File: src/rtl/input_debouncer.sv
// Two-flop synchronizer followed by a four-state debounce FSM with registered outputs.
// Define DEBOUNCER_FALL_EN to build the registered fall pulse; otherwise fall is tied to 0.
module input_debouncer #(
    parameter int unsigned DEBOUNCE_CYCLES = 4,
    parameter int unsigned CNT_WIDTH       = 4
) (
    input  logic clk,
    input  logic reset,
    input  logic din,
    output logic dout,
    output logic rise,
    output logic fall,
    output logic busy
);

    if (DEBOUNCE_CYCLES == 0 || DEBOUNCE_CYCLES > (2 ** CNT_WIDTH) - 1) begin : g_bad_cfg
        $error("input_debouncer: DEBOUNCE_CYCLES out of range for CNT_WIDTH");
    end

    localparam logic [CNT_WIDTH-1:0] CntMax = CNT_WIDTH'(DEBOUNCE_CYCLES);

    typedef enum logic [1:0] {
        StLow,
        StWaitHigh,
        StHigh,
        StWaitLow
    } state_e;

    state_e               state_q, state_d;
    logic [CNT_WIDTH-1:0] cnt_q, cnt_d;
    logic                 sync0_q, sync1_q;
    logic                 dout_q, dout_d;
    logic                 rise_q, busy_q, busy_d;

    always_comb begin
        state_d = state_q;
        cnt_d   = cnt_q;
        unique case (state_q)
            StLow: begin
                if (sync1_q) begin
                    state_d = StWaitHigh;
                    cnt_d   = CNT_WIDTH'(1);
                end else begin
                    cnt_d = '0;
                end
            end
            StWaitHigh: begin
                if (!sync1_q) begin
                    state_d = StLow;
                    cnt_d   = '0;
                end else if (cnt_q >= CntMax) begin
                    state_d = StHigh;
                    cnt_d   = '0;
                end else begin
                    cnt_d = cnt_q + 1'b1;
                end
            end
            StHigh: begin
                if (!sync1_q) begin
                    state_d = StWaitLow;
                    cnt_d   = CNT_WIDTH'(1);
                end else begin
                    cnt_d = '0;
                end
            end
            StWaitLow: begin
                if (sync1_q) begin
                    state_d = StHigh;
                    cnt_d   = '0;
                end else if (cnt_q >= CntMax) begin
                    state_d = StLow;
                    cnt_d   = '0;
                end else begin
                    cnt_d = cnt_q + 1'b1;
                end
            end
            default: begin
                state_d = StLow;
                cnt_d   = '0;
            end
        endcase
        // Outputs are decoded from the next state so they register on the transition edge.
        dout_d = (state_d == StHigh) || (state_d == StWaitLow);
        busy_d = (state_d == StWaitHigh) || (state_d == StWaitLow);
    end

    always_ff @(posedge clk) begin
        if (reset) begin
            sync0_q <= 1'b0;
            sync1_q <= 1'b0;
            state_q <= StLow;
            cnt_q   <= '0;
            dout_q  <= 1'b0;
            rise_q  <= 1'b0;
            busy_q  <= 1'b0;
        end else begin
            sync0_q <= din;
            sync1_q <= sync0_q;
            state_q <= state_d;
            cnt_q   <= cnt_d;
            dout_q  <= dout_d;
            rise_q  <= dout_d & ~dout_q;
            busy_q  <= busy_d;
        end
    end

`ifdef DEBOUNCER_FALL_EN
    logic fall_q;

    always_ff @(posedge clk) begin
        if (reset) begin
            fall_q <= 1'b0;
        end else begin
            fall_q <= dout_q & ~dout_d;
        end
    end

    assign fall = fall_q;
`else
    assign fall = 1'b0;
`endif

    assign dout = dout_q;
    assign rise = rise_q;
    assign busy = busy_q;

endmodule

File: config.mk
export PLATFORM = sky130hd
export DESIGN_NAME = input_debouncer
export DESIGN_NICKNAME = d
export VERILOG_FILES = /design/src/rtl/input_debouncer.sv
export SDC_FILE = /design/constraint.sdc
export NUM_CORES = 1
export LEC_CHECK = 0
export CORE_AREA = 2 2 39 41
export DETAILED_ROUTE_END_ITERATION = 6
export DIE_AREA = 0 0 41 43
export GPL_ROUTABILITY_DRIVEN = 1
export PLACE_DENSITY = 0.45
export SETUP_SLACK_MARGIN = 0.15
export SLEW_MARGIN = 20
export SYNTH_ARGS = -nofsm -noshare
export SYNTH_HDL_FRONTEND = slang
export SYNTH_SLANG_ARGS = --single-unit
File: constraint.sdc
create_clock -name clk -period 1.4 [get_ports clk]
set_input_delay 0.14 -clock clk [delete_from_list [all_inputs] [get_ports clk]]
set_output_delay 0.14 -clock clk [all_outputs]
set_load 0.1 [all_outputs]
==> results of run 1 <==
[cell usage after synthesis, drive strengths merged]
| library cell | n |
|---|---|
| buf | 1 |
| nor2 | 1 |
| nor2b | 3 |
| o21a | 1 |
| xnor2 | 1 |
| ha | 1 |
| xor2 | 1 |
| and4 | 2 |
| a2111oi | 1 |
| dfxtp | 10 |
| nor3 | 2 |
| mux2i | 1 |
| and4bb | 1 |
| or2b | 2 |
| conb | 1 |
[through the flow]
stage	hold slack, ns	area, um2
after floorplan	0.212	364
after detailed placement	0.449	457
after global routing	0.440	493
after CTS	0.424	493
final	0.432	493
after global placement	0.422	457
[cells in the final DEF, fill, tap and decap left out, drive strengths merged, types with 2 or more instances in the layout]
master and count:
buf 3, conb 2, and4 2, clkdlybuf4s50 2, or2b 2, nor2b 3
nor3 2, clkbuf 4, dfxtp 10
[kinds of logic (layout without fill, tap and decap cells)]
logic type                 Yosys count  after routing  share of synthesized area [%]
adders and majority gates            1              1                           3.48
DFF                                 10             10                           55.7
AOI/OAI and AO/OA                    2              2                           8.36
muxes                                1              1                           2.79
other                                1              2                           1.04
and+or+nand+nor                     11             11                           21.6
xor gates and xnor gates             2              2                           4.88
buffers and inverters                1              9                           2.09
[per-layer routing]
layer / track usage, % / vias up / part of all wire [%]
met4: 10.0 / 0 / 4.2
met1: 9.15 / 100 / 39
met3: 5.24 / 3 / 5.4
li1: - / 117 / -
met2: 13.8 / 8 / 51
met5: 0 / - / 0
[worst reg2reg max path: cells and delay by family, from the launching register on]
kind,cells,cell delay (ns)
AOI/OAI and AO/OA,2,0.50
DFF,1,0.33
[cell type report]
type	count	area, um2
Clock buffer	4	36.3
Fill cell	143	891
Multi-Input combinational cell	19	155
Sequential cell	10	201
Tap cell	16	20.0
Timing Repair Buffer	5	80.1
[worst max path at each step]
| stage | from | endpoint |
|---|---|---|
| after CTS | dout$_SDFF_PP0_ | dout |
| after global placement | reset | rise$_SDFF_PP0_ |
| after global routing | dout$_SDFF_PP0_ | dout |
| after detailed placement | reset | rise$_SDFF_PP0_ |
| final | dout$_SDFF_PP0_ | dout |
| after floorplan | dout$_SDFF_PP0_ | cnt_q[0]$_SDFF_PP0_ |
[flip-flops by register name, summed over array words and instances (netlist names)]
register	count
cnt_q	4
busy	1
dout	1
rise	1
state_q	1
sync0_q	1
sync1_q	1
[power by group through the flow]
stage               Combinational [mW]  Sequential (mW)  Clock [mW]
floorplan                       0.0239            0.309           0
finish                          0.0431            0.297       0.260
detailed placement              0.0435            0.303           0
global placement                0.0421            0.303           0
global route                    0.0460            0.297       0.285
CTS                             0.0435            0.297       0.270
==> flow_summary.toml, run 1 <==
[floorplanning]
die_height_um = 43
core_area_um2 = 1380
row_count = 14
io_pins = 7
start_util_pct = 25.9
die_w_um = 41
dieArea_um2 = 1760

[worst_hold_path]
hold_end = "sync0_q$_SDFF_PP0_"
min_from = "din"
holdPathStages = 2
hold_class = "in2reg"

[global_routing]
grt_max_degree = 9
track_usage_pct = 9.79
grt_antenna_before_repair = 0
grt_pass1_vias = 246
grt_pass1_wl_um = 1020
grt_overflow = 0

[clocking]
cts_sinks = 10
clock_latency_ns = 0.27
cts_buffers = 3
path_clk_slew_ns = 0.06
clockRootBuffer = "clkbuf_4"
cts_tree = "yes"
clock_path_buffers = 2
h-tree-depth = 1
cts_hold_buffers = 0
cts_resized = 0
post-cts-setup-buffers = 0

[synthesis]
ys_types = 15
seq_area_frac_synth_pct = 55.7
synth.top_cell.area_share_pct = 55.7
synth_area_um2 = 359
syn_area_per_cell_um2 = 12.4
yosys_warnings = 0
synthCells = 29
yosys.area.top_type = "dfxtp_1"
yosys-top-cells-area = "dfxtp_1 56%, nor2b_1 5.2%, and4_1 4.9%"
synth-seq-cells = 10

[route]
vias = 228
drc = 0
first_pass_iters = 1
ant_nets = 0
routed_via_density = 4.22
post_drt_wl_per_cell_um = 11.3
dr.first_iter.drc_count = 0
drt_wl_total_um = 612

[pwr]
ir_drop_uv = 387
p_per_area_nw_per_um2 = 1220
p_clk_share_pct = 43.3
p_sw_share_pct = 22.6
p_comb_share_pct = 7.2
seq_power_share_pct = 49.5
power.leakage_nw = 0.196
switchingPower_uw = 135
p_int_uw = 464
total_power_uw = 599

[placement]
io_buffers = 5
gp_congestion = 0.645
dpl.cell_count = 50
dpl_worst_slack_ns = 0.163

[flow_run]
maxCapViolations = 0

[finish]
utilization_pct = 35.6
fin_nets = 43
n_antenna_cell = 0
drive_above_1_share_pct = 28.9
syn_to_final_growth_pct = 37.3
final_cells = 54

[sta]
fmax_mhz = 1020
setup_viol = 0
maxSlewViolCount = 0
clock_skew_ns = 0.00777
fin_crit_sh_pct = 70.4
hold_viol_final = 0
post-route-min-period_ns = 0.985
tns_ns = 0
rsz0062_at_grt = "no"
finalWorstSetupSlack_ns = 0.415

[critical_path]
cp_cell_sequence = "buf_12"
startpoint_type = "register"
crit_slowest_cell = "dfxtp_2"
path_delay_family = "flip-flops"
cp.depth = 1
r2r_slack_ns = 0.48
r2r_start = "cnt_q[2]$_SDFF_PP0_"
cp_num_buf_inv = 1
worstPathMaxFanout = 5
required_ns = 1.26
reg2reg_depth = 2
r2r-end = "cnt_q[0]$_SDFF_PP0_"
cp_slowest_stage_delay_ns = 0.39
crit_arrival_ns = 0.85
criticalPathCategory = "reg2out"
worstSetupEndpointType = "output pin"

[status]
status = "completed"
No activity file was read; power rests on OpenSTA's default activity.
==> run 2: changes to the inputs <==
--- a/config.mk
+++ b/config.mk
@@ -9,7 +9,7 @@
 export DETAILED_ROUTE_END_ITERATION = 6
 export DIE_AREA = 0 0 41 43
 export GPL_ROUTABILITY_DRIVEN = 1
-export PLACE_DENSITY = 0.45
+export PLACE_DENSITY = 0.47
 export SETUP_SLACK_MARGIN = 0.15
 export SLEW_MARGIN = 20
 export SYNTH_ARGS = -nofsm -noshare
==> constraint.sdc (replaced) <==
create_clock -name clk -period 0.9 [get_ports clk]
set_input_delay 0.09 -clock clk [delete_from_list [all_inputs] [get_ports clk]]
set_output_delay 0.09 -clock clk [all_outputs]
set_load 0.1 [all_outputs]
==> flow_summary.toml, run 2 (synthesis results as in run 1) <==
[global_routing]
grt_max_degree = 7
track_usage_pct = 8.79
grt_pass1_vias = 213
grt_antenna_before_repair = 0
grt_pass1_wl_um = 876
grt_overflow = 0

[worst_hold_path]
hold_class = "in2reg"
min_from = "reset"
hold_end = "cnt_q[0]$_SDFF_PP0_"
holdPathStages = 2

[critical_path]
r2r-end = "cnt_q[0]$_SDFF_PP0_"
reg2reg_depth = 2
r2r_slack_ns = 0
crit_arrival_ns = 0.84
required_ns = 0.81
crit_slowest_cell = "dfxtp_4"
criticalPathCategory = "reg2out"
path_delay_family = "flip-flops"
r2r_start = "dout$_SDFF_PP0_"
worstPathMaxFanout = 5
cp_num_buf_inv = 1
startpoint_type = "register"
cp_slowest_stage_delay_ns = 0.39
cp_cell_sequence = "buf_12"
worstSetupEndpointType = "output pin"

[clocking]
clock_latency_ns = 0.27
path_clk_slew_ns = 0.07
cts_sinks = 10
clockRootBuffer = "clkbuf_4"
clock_path_buffers = 2
cts_tree = "yes"
h-tree-depth = 1
cts_buffers = 3

[route]
drt_wl_total_um = 556
drc = 0
first_pass_iters = 2
routed_via_density = 4.21
dr.first_iter.drc_count = 1
ant_nets = 0
vias = 244
post_drt_wl_per_cell_um = 9.59

[sta]
hold_slack_ns = 0.341
fin_crit_sh_pct = 103
fmax_mhz = 1080
clock_skew_ns = 0.00811
maxSlewViolCount = 0
setup_viol = 1
hold_viol_final = 0
finalWorstSetupSlack_ns = -0.0280
tns_ns = -0.0280
rsz0062_at_grt = "yes"
post-route-min-period_ns = 0.928

[finish]
syn_to_final_growth_pct = 58.5
n_antenna_cell = 0
utilization_pct = 41.1
most-common-layout-cells = "7 x dfxtp_2, 4 x buf_4, 3 x clkbuf_4, 3 x buf_12"
fin_nets = 47
largest_reg_flops = 4
drive_above_1_share_pct = 61.9
top_register = "cnt_q"
final_common_cell = "dfxtp_2"

[pwr]
total_power_uw = 863
ir_drop_uv = 836
power.leakage_nw = 0.215
p_per_area_nw_per_um2 = 1520

[floorplanning]
io_pins = 7
row_count = 14
die_w_um = 41
die_height_um = 43
start_util_pct = 25.9
core_area_um2 = 1380
dieArea_um2 = 1760

[status]
violations = "negative setup slack"
status = "finished, violations left"

[placement]
io_buffers = 5
gp_congestion = 0.706
dpl_worst_slack_ns = -0.228

[flow_run]
maxCapViolations = 0
## run 2: cell types whose count changed in the layout (fill, tap and decap cells not counted), sizes merged
cell           before  now
buf                 3    7
clkdlybuf4s50       2    1
dlygate4sd2         0    1
## run 2: what timing repair did
item | CTS | global route
pin swaps | 5 | 2
setup buffers | 1 | 0
gates resized for setup | 13 | 0
hold endpoints to repair | 0 | 0
endpoints found under the setup margin | 10 | 10
hold buffers | 0 | 0
## run 2: final cells by class
class,count,area [um2]
Sequential cell,10,216
Clock buffer,4,26.3
Tap cell,16,20.0
Timing Repair Buffer,9,109
Fill cell,131,815
Multi-Input combinational cell,19,198
## run 2: where the power goes
group | switching, mW | leakage [nW] | internal [mW]
combinational | 0.0487 | 0.114 | 0.0348
sequential | 0.00939 | 0.0860 | 0.450
clock | 0.149 | 0.0150 | 0.171
## run 2: metal layers
metal | global-route usage, % | vias up | part of all wire, %
li1 | - | 124 | -
met2 | 10.3 | 8 | 47
met1 | 8.52 | 108 | 40
met4 | 14.0 | 0 | 7.2
met3 | 3.66 | 4 | 5.2
met5 | 0 | - | 0
## run 2: worst max-delay path by stage
stage | startpoint | endpoint | slack [ns] | cells past startpoint
after global routing | dout$_SDFF_PP0_ | dout | -0.06 | 1
final | dout$_SDFF_PP0_ | dout | -0.03 | 1
after CTS | dout$_SDFF_PP0_ | dout | -0.04 | 1
after global placement | reset | rise$_SDFF_PP0_ | -0.22 | 3
after detailed placement | reset | rise$_SDFF_PP0_ | -0.23 | 3
after floorplan | dout$_SDFF_PP0_ | dout$_SDFF_PP0_ | -0.07 | 2
## run 2: through the flow
| step | area [um2] | cells |
|---|---|---|
| 2_1_floorplan | 377 | 30 |
| 3_5_place_dp | 492 | 53 |
| 5_1_grt | 569 | 58 |
| 4_1_cts | 569 | 58 |
| 6_report | 569 | 58 |
| 3_3_place_gp | 492 | 53 |
